**src/rtl/ch7301_i2c_init.sv**
```systemverilog
// CH7301 DVI transmitter bring-up: writes a fixed 7-entry register table over I2C, then flags done or err.
// Optional CH7301_RETRY_EN: a NACKed entry is retried until its 4th consecutive NACK.
module ch7301_i2c_init #(
  parameter int         CLK_DIV    = 250,
  parameter logic [6:0] DEV_ADDR   = 7'h76,
  parameter bit         AUTO_START = 1'b1
) (
  input  logic clk,
  input  logic rst,
  input  logic start,
  output logic busy,
  output logic done,
  output logic err,
  output logic scl_oe,
  output logic sda_oe,
  input  logic sda_i
);

  localparam int DIV_W = $clog2(CLK_DIV);
  localparam logic [DIV_W-1:0] DIV_LAST = DIV_W'(CLK_DIV - 1);

  // FIN and ERR are folded into the final GAP tick: flags update on that edge and the FSM returns to IDLE.
  typedef enum logic [2:0] {
    S_IDLE,
    S_START,
    S_BIT,
    S_STOP,
    S_GAP
  } state_t;

  state_t           state_q;
  logic [1:0]       phase_q;
  logic [4:0]       bit_q;
  logic [2:0]       idx_q;
  logic [DIV_W-1:0] div_q;
  logic             nack_q;
  logic             auto_q;
  logic             busy_q, done_q, err_q, scl_oe_q, sda_oe_q;
`ifdef CH7301_RETRY_EN
  logic [1:0]       retry_q;
`endif

  logic        tick;
  logic [15:0] entry;
  logic [26:0] frame;
  logic        ack_bit;

  always_comb begin
    case (idx_q)
      3'd0:    entry = 16'h49C0;
      3'd1:    entry = 16'h2109;
      3'd2:    entry = 16'h3308;
      3'd3:    entry = 16'h3416;
      3'd4:    entry = 16'h3660;
      3'd5:    entry = 16'h1F80;
      default: entry = 16'h1C04;
    endcase
  end

  // ACK slots carry a 1 so that the line is released while the slave answers.
  assign frame   = {DEV_ADDR, 1'b0, 1'b1, entry[15:8], 1'b1, entry[7:0], 1'b1};
  assign tick    = (div_q == DIV_LAST);
  assign ack_bit = (bit_q == 5'd8) || (bit_q == 5'd17) || (bit_q == 5'd26);

  always_ff @(posedge clk or posedge rst) begin
    if (rst) begin
      state_q  <= S_IDLE;
      phase_q  <= 2'd0;
      bit_q    <= 5'd0;
      idx_q    <= 3'd0;
      div_q    <= '0;
      nack_q   <= 1'b0;
      auto_q   <= AUTO_START;
      busy_q   <= 1'b0;
      done_q   <= 1'b0;
      err_q    <= 1'b0;
      scl_oe_q <= 1'b0;
      sda_oe_q <= 1'b0;
`ifdef CH7301_RETRY_EN
      retry_q  <= 2'd0;
`endif
    end else begin
      if (state_q == S_IDLE || tick) div_q <= '0;
      else                           div_q <= div_q + 1'b1;

      case (state_q)
        S_IDLE: begin
          if (start || auto_q) begin
            auto_q   <= 1'b0;
            busy_q   <= 1'b1;
            done_q   <= 1'b0;
            err_q    <= 1'b0;
            idx_q    <= 3'd0;
            nack_q   <= 1'b0;
            state_q  <= S_START;
            phase_q  <= 2'd0;
            sda_oe_q <= 1'b1;
            scl_oe_q <= 1'b0;
`ifdef CH7301_RETRY_EN
            retry_q  <= 2'd0;
`endif
          end
        end

        S_START: if (tick) begin
          if (phase_q == 2'd0) begin
            scl_oe_q <= 1'b1;
            phase_q  <= 2'd1;
          end else begin
            state_q  <= S_BIT;
            bit_q    <= 5'd0;
            phase_q  <= 2'd0;
            sda_oe_q <= ~frame[26];
          end
        end

        S_BIT: if (tick) begin
          case (phase_q)
            2'd0: begin
              scl_oe_q <= 1'b0;
              phase_q  <= 2'd1;
            end
            2'd1: phase_q <= 2'd2;
            2'd2: begin
              if (ack_bit && sda_i) nack_q <= 1'b1;
              scl_oe_q <= 1'b1;
              phase_q  <= 2'd3;
            end
            default: begin
              phase_q <= 2'd0;
              if (nack_q || bit_q == 5'd26) begin
                state_q  <= S_STOP;
                sda_oe_q <= 1'b1;
                scl_oe_q <= 1'b0;
              end else begin
                bit_q    <= bit_q + 5'd1;
                sda_oe_q <= ~frame[5'd25 - bit_q];
              end
            end
          endcase
        end

        S_STOP: if (tick) begin
          if (phase_q == 2'd0) begin
            sda_oe_q <= 1'b0;
            phase_q  <= 2'd1;
          end else begin
            state_q <= S_GAP;
            phase_q <= 2'd0;
          end
        end

        S_GAP: if (tick) begin
          if (phase_q != 2'd3) begin
            phase_q <= phase_q + 2'd1;
          end else if (nack_q) begin
`ifdef CH7301_RETRY_EN
            if (retry_q == 2'd3) begin
              err_q   <= 1'b1;
              busy_q  <= 1'b0;
              idx_q   <= 3'd0;
              nack_q  <= 1'b0;
              retry_q <= 2'd0;
              state_q <= S_IDLE;
            end else begin
              retry_q  <= retry_q + 2'd1;
              nack_q   <= 1'b0;
              state_q  <= S_START;
              phase_q  <= 2'd0;
              sda_oe_q <= 1'b1;
            end
`else
            err_q   <= 1'b1;
            busy_q  <= 1'b0;
            idx_q   <= 3'd0;
            nack_q  <= 1'b0;
            state_q <= S_IDLE;
`endif
          end else if (idx_q != 3'd6) begin
            idx_q    <= idx_q + 3'd1;
            state_q  <= S_START;
            phase_q  <= 2'd0;
            sda_oe_q <= 1'b1;
`ifdef CH7301_RETRY_EN
            retry_q  <= 2'd0;
`endif
          end else begin
            done_q  <= 1'b1;
            busy_q  <= 1'b0;
            idx_q   <= 3'd0;
            state_q <= S_IDLE;
`ifdef CH7301_RETRY_EN
            retry_q <= 2'd0;
`endif
          end
        end

        default: state_q <= S_IDLE;
      endcase
    end
  end

  assign busy   = busy_q;
  assign done   = done_q;
  assign err    = err_q;
  assign scl_oe = scl_oe_q;
  assign sda_oe = sda_oe_q;

endmodule

```
**config.mk**
```make
export PLATFORM = sky130hd
export DESIGN_NAME = ch7301_i2c_init
export DESIGN_NICKNAME = d
export VERILOG_FILES = /design/src/rtl/ch7301_i2c_init.sv
export SDC_FILE = /design/constraint.sdc
export NUM_CORES = 1
export LEC_CHECK = 0
export CAP_MARGIN = 20
export CELL_PAD_IN_SITES_DETAIL_PLACEMENT = 0
export CELL_PAD_IN_SITES_GLOBAL_PLACEMENT = 1
export CORE_MARGIN = 3
export CORE_UTILIZATION = 42
export DETAILED_ROUTE_END_ITERATION = 8
export MAX_ROUTING_LAYER = met4
export PLACE_DENSITY = 0.88
export SETUP_SLACK_MARGIN = 0.1
export SYNTH_ARGS = -nofsm -noshare
export SYNTH_HDL_FRONTEND = slang
export SYNTH_SLANG_ARGS = --single-unit
```
**constraint.sdc**
```tcl
create_clock -name clk -period 2.4 [get_ports clk]
set_clock_uncertainty 0.1 [all_clocks]
set_input_delay 0.48 -clock clk [delete_from_list [all_inputs] [get_ports clk]]
set_output_delay 0.48 -clock clk [all_outputs]
set_load 0.01 [all_outputs]
```
==> results of run 1 <==
-- cells in the mapped netlist (all sizes together), types with 3 or more instances --
master | count | share of area
a21oi | 12 | 0.029
xnor2 | 6 | 0.025
or3 | 4 | 0.014
and2 | 3 | 0.0096
dfrtp | 27 | 0.32
nor2b | 4 | 0.012
mux2i | 3 | 0.014
xor2 | 4 | 0.017
ha | 13 | 0.078
clkbuf | 10 | 0.023
o21ai | 27 | 0.065
nor3 | 12 | 0.029
inv | 12 | 0.022
nand2 | 18 | 0.034
nand3 | 11 | 0.029
or2 | 3 | 0.0090
nor2 | 21 | 0.038
buf | 3 | 0.011
o41ai | 3 | 0.013
a31oi | 6 | 0.018
-- worst max-delay path: stages (launching register included) --
cell and delay (ns):
dfrtp_1 0.42, inv_1 0.06, ha_1 0.14, nand2_1 0.09, or4b_2 0.62, o21ai_0 0.42, mux2i_1 0.24
-- power breakdown --
group	leakage (uW)	switching [uW]	internal (uW)	total, uW
registers	0.000362	105	576	681
clock network	0.0000357	157	224	380
logic	0.000592	257	287	545
-- worst max-delay path by stage --
stage / start / to / slack [ns] / cells after the start
floorplan: bit_q[0] / state_q[1] / 0.14 / 9
global placement: phase_q[0] / bit_q[4] / 0.25 / 8
detailed placement: phase_q[0] / bit_q[4] / 0.20 / 8
CTS: phase_q[0] / bit_q[4] / 0.14 / 8
global route: phase_q[1] / bit_q[4] / 0.1 / 8
finish: div_q[1] / phase_q[0] / 0.25 / 6
-- per-stage QoR --
| step | utilization | cell area [sq um] | std cells | hold slack, ns | setup slack (ns) |
|---|---|---|---|---|---|
| floorplan | - | 2080 | 245 | 0.371 | 0.142 |
| finish | 0.525 | 2400 | 328 | 0.398 | 0.253 |
| global route | 0.525 | 2400 | 328 | 0.415 | 0.0985 |
| global placement | 0.501 | 2290 | 320 | 0.379 | 0.253 |
| detailed placement | 0.501 | 2290 | 320 | 0.381 | 0.204 |
| CTS | 0.516 | 2360 | 324 | 0.400 | 0.137 |
-- registers in the layout, indices dropped and copies added (netlist names) --
name / count
done: 1
div_q: 8
idx_q: 3
scl_oe: 1
state_q: 3
bit_q: 5
sda_oe: 1
auto_q: 1
err: 1
busy: 1
phase_q: 2
nack_q: 1
-- kinds of logic (layout without fill, tap and decap cells) --
kind of cell,count (synthesis),count (layout),share of synthesized area
fa+ha+maj,13,13,0.0781
simple gates,92,92,0.244
compound gates,71,71,0.216
buf+inv,26,44,0.0577
flops,28,28,0.337
xor+xnor,10,10,0.0420
mux,5,5,0.0252
-- cell type report --
| type | count | area (sq um) |
|---|---|---|
| fillers | 443 | 2170 |
| multi-input cells | 191 | 1270 |
| flip-flops and latches | 28 | 703 |
| repair buffers | 27 | 223 |
| well taps | 65 | 81.3 |
| inverters | 13 | 48.8 |
| clock buffers | 3 | 41.3 |
| clock inverters | 1 | 30.0 |
-- per-layer routing --
metal | GRT usage | share of wire
met5 | - | 0
met1 | 0.250 | 0.54
met3 | 0.0225 | 0.033
met4 | 0.0435 | 0.0082
met2 | 0.232 | 0.42
-- what timing repair did --
item,CTS,global route
endpoints found under the setup margin,0,5
setup buffers,0,4
resized for setup,0,3
==> reports/metrics.cfg, run 1 <==
[route]
first_pass_iters = 4
post_drt_wl_per_cell_um = 13.7
drt_wl_total_um = 4490
drt_iter0_drc = 182
vias_per_cell = 5.55
num_vias = 1819
final_antenna_net_count = 0
drc = 0

[setup_path]
crit_path_max_fanout = 4
worstSetupPathType = reg -> reg
reg2regPathDepth = 6
r2r-start = div_q[1]
cp.arrival_ns = 2.26
rrSetupSlack_ns = 0.25
cp.required_ns = 2.51
start_kind = register
endpoint_kind = register
worst_r2r_endpoint = phase_q[0]

[place]
hpwlAfterDp_um = 3270
place_congestion = 0.832
io_buffers = 8

[synthesis]
synth_nets = 262
synthArstFlopShare = 1.00
avgSynthCellArea_sq_um = 8.50
synth_enable_flop_cells = 0
synth_cells = 245
synth-main-ff-cell = dfrtp_1
yosysSeqAreaShare = 0.337
ys_ff_latch = 28
synth_area_sq_um = 2080
yosysWarningCount = 0
yosysUniqueCellTypes = 64

[cts]
path_clk_slew_ns = 0.10
clock_sinks = 28
clk_latency_ns = 0.28
cts_made_buffers = 3
postCtsHoldBufs = 0
root_buffer = clkbuf_8
cts_buffer_depth = 2
htree_num_levels = 1
cts_tree = done

[sta]
hold_viol = 0
setup_viol = 0
fin_crit_ns = 2.15
final_max_slew_viol_count = 0
max_freq_mhz = 466
worst_pin_slew_ns = 0.560
relSlewSlack = 0.624
rsz0062_at_grt = yes
fin_setup_tns_ns = 0
fin_crit_sh = 0.895

[grt]
grt_pass1_wl_um = 7890
grt_pass1_vias = 1634
antenna_found_initial = 0
grt_max_degree = 29
grt_overflow = 0
track_usage = 0.166

[layout]
fin_nets = 281
antenna_cells = 0
layout_common_cells = o21ai_0, dfrtp_1, nor2_1, buf_4, nand2_1
area.growth.synth_to_final_pct = 15.0
drive_gt1_frac = 0.167

[hold_path]
hp-start = auto_q
hp-class = reg -> reg
min_path_cells = 1
hold_path_end = auto_q

[floorplan]
ios = 9
die-area_sq_um = 5840
die_h_um = 76.4
initial_core_util = 0.456
coreArea_sq_um = 4560
rows = 24
die-width_um = 76.4

[job]
maxCapViolations = 0

[outcome]
outcome = completed

[power]
power.leakage_uw = 0.000990
power_density_nw_per_um2 = 670
power_uw = 1610
vdd_ir_drop_max_mv = 0.438

Note: power is estimated with default switching activity, not from simulation.
==> run 2: changes to the inputs <==
- CELL_PAD_IN_SITES_DETAIL_PLACEMENT: 0 -> default
- CELL_PAD_IN_SITES_GLOBAL_PLACEMENT: 1 -> default
- CORE_UTILIZATION: 42 -> 55
- CTS_CLUSTER_DIAMETER: default -> 120
==> run 2 against run 1 <==
  * Critical path depth grew 2
  * Cell count down 6.7%
  * Largest cell class unchanged
  * Sequential power barely moved
  * Non-clock buffer count shrank 3
  * Fmax fell by 2.1%
  * Power is 1.2% higher
  * Utilization grew 15 points
  * Sequential cell count did not move
  * Clock-buffer cell count unchanged
  * Register-to-register slack worse by 0.05 ns
  * Combinational power increased by 3.9%
==> reports/metrics.cfg, run 2 (synthesized netlist as in run 1, its figures left out) <==
[route]
vias_per_cell = 6.04  ; +8.8%
drc = 0  ; unchanged
drt_iter0_drc = 249  ; +37%
post_drt_wl_per_cell_um = 14.3  ; +4.9%
num_vias = 1847  ; +1.5%
drt_wl_total_um = 4390  ; -2.1%
first_pass_iters = 4  ; unchanged
final_antenna_net_count = 0  ; unchanged

[setup_path]
worst_path_max_delay_cell = or4b_2
crit_buf_inv = 1  ; unchanged
path_cells = inv_1 > ha_1 > or4b_2 > o41ai_1 > and2_4 > nor3b_1 > a21oi_1 > o22ai_1
r2r-start = phase_q[0]
crit_path_start = phase_q[0]
cp.arrival_ns = 2.30  ; +0.04 ns
crit_path_max_fanout = 10  ; +6
cp.required_ns = 2.51  ; about the same
start_kind = register
path_delay_family = simple AND/OR/NAND/NOR gates
endpoint_kind = register
worst_path_largest_cell_delay_ns = 0.60  ; -0.02 ns
worstSetupPathType = reg -> reg

[place]
place_congestion = 0.936  ; +13%
place_inst = 300  ; -6.3%
hpwlAfterDp_um = 3220  ; -1.5%
io_buffers = 8  ; unchanged

[layout]
layout_common_cells = o21ai_0, dfrtp_1, nor2_1, nand2_1, buf_4
top_regs = div_q (8), bit_q (5)
fin_nets = 278  ; -1.1%
max_flop_register = div_q
largest_register_ffs = 8  ; unchanged
antenna_cells = 0  ; unchanged
multi_input_area_sq_um = 1270  ; unchanged
drive_gt1_frac = 0.158  ; -0.00961
area.growth.synth_to_final_pct = 12.8
num-fill-cells = 293  ; -34%
seqCellArea_sq_um = 703  ; unchanged
stdcell_count = 306  ; -6.7%

[sta]
fin_crit_ns = 2.19  ; +0.0458 ns
worst_pin_slew_ns = 0.564  ; +0.00384 ns
setup_viol = 0  ; unchanged
final_max_slew_viol_count = 0  ; unchanged
rsz0062_at_grt = no
hold_viol = 0  ; unchanged
fin_crit_sh = 0.914  ; +0.0191
whs_ns = 0.400  ; +0.00241 ns
fin_setup_tns_ns = 0  ; unchanged
max_freq_mhz = 456  ; -2.1%
relSlewSlack = 0.622  ; -0.00257

[floorplan]
die_h_um = 67.5  ; -12%
ios = 9  ; unchanged
coreArea_sq_um = 3490  ; -23%
die-area_sq_um = 4560  ; -22%
initial_core_util = 0.596  ; +0.140
die-width_um = 67.5  ; -12%
rows = 21  ; -13%

[hold_path]
hp-start = auto_q
hp-class = reg -> reg

[cts]
clk_latency_ns = 0.28  ; about the same
root_buffer = clkbuf_8
cts_buffer_depth = 2  ; unchanged
path_clk_slew_ns = 0.10  ; about the same
postCtsHoldBufs = 0  ; unchanged
clock_sinks = 28  ; unchanged
cts_made_buffers = 3  ; unchanged
htree_num_levels = 1  ; unchanged
cts_tree = done

[job]
maxCapViolations = 0  ; unchanged

[grt]
grt_pass1_wl_um = 7740  ; -1.9%
antenna_found_initial = 0  ; unchanged
grt_pass1_vias = 1714  ; +4.9%
grt_max_degree = 29  ; unchanged
grt_overflow = 0  ; unchanged
track_usage = 0.228  ; +0.0622

[power]
power.leakage_uw = 0.000972  ; -1.8%
intPower_uw = 1090  ; +0.61%
vdd_ir_drop_max_mv = 0.477  ; +9.0%
clkPwrFrac = 0.234  ; -0.003
comb_power_share = 0.348  ; +0.009
sw_frac_of_total = 0.327  ; +0.00402
seq_power_share = 0.418  ; -0.006
power.switching_uw = 532  ; +2.5%
power_density_nw_per_um2 = 692  ; +3.2%

[outcome]
outcome = completed

run 2: changes by cell type in the layout (fill, tap and decap cells not counted), sizes merged:
cell	change
buf	-3
run 2: area by class of cell:
cell class / instances / share of cell area
timing repair buffer: 24 / 0.0852
multi-input combinational: 191 / 0.540
sequential: 28 / 0.299
inverter: 13 / 0.0208
tap: 46 / 0.0245
clock inverter: 1 / 0.0128
clock buffer: 3 / 0.0176
run 2: final timing paths:
kind | end | depth (start not counted) | slack [ns]
max | bit_q[4] | 8 | 0.21
min reg2reg | auto_q | 1 | 0.40
min | auto_q | 1 | 0.40
max reg2reg | bit_q[4] | 8 | 0.21
max in group asynchronous | auto_q | 3 | 1.44
min in group asynchronous | idx_q[0] | 3 | 0.46
run 2: what timing repair did:
| action | in CTS | in global routing |
|---|---|---|
| setup endpoints to repair | 0 | 5 |
| gates resized for setup | 0 | 3 |
| setup buffers | 0 | 2 |
run 2: routing by layer:
metal  global-route usage  vias to the layer above  part of all wire
li1                     -                      917                 -
met1                0.307                      872              0.47
met2                0.351                       50              0.46
met3               0.0349                        8             0.055
met4               0.0759                        0             0.015
met5                    -                        -                 0
run 2: per-stage QoR:
step           total power, uW  worst slack, ns   util  cell area (sq um)
2_1_floorplan             1030            0.142      -               2080
3_3_place_gp              1200            0.273  0.645               2250
3_5_place_dp              1220            0.202  0.645               2250
4_1_cts                   1610            0.183  0.666               2330
5_1_grt                   1730           0.0752  0.672               2350
6_report                  1630            0.207  0.672               2350
run 2: power groups by stage:
stage	clock network, uW	registers [uW]	logic [uW]
after floorplan	0	687	340
after global placement	0	682	513
after detailed placement	0	688	533
after CTS	390	679	537
after global routing	398	694	641
final	381	679	566
run 2: worst reg2reg max path, cell delays in order (launching register included):
cell	delay, ns
dfrtp_1	0.41
inv_1	0.10
ha_1	0.21
or4b_2	0.60
o41ai_1	0.08
and2_4	0.24
nor3b_1	0.19
a21oi_1	0.06
o22ai_1	0.13
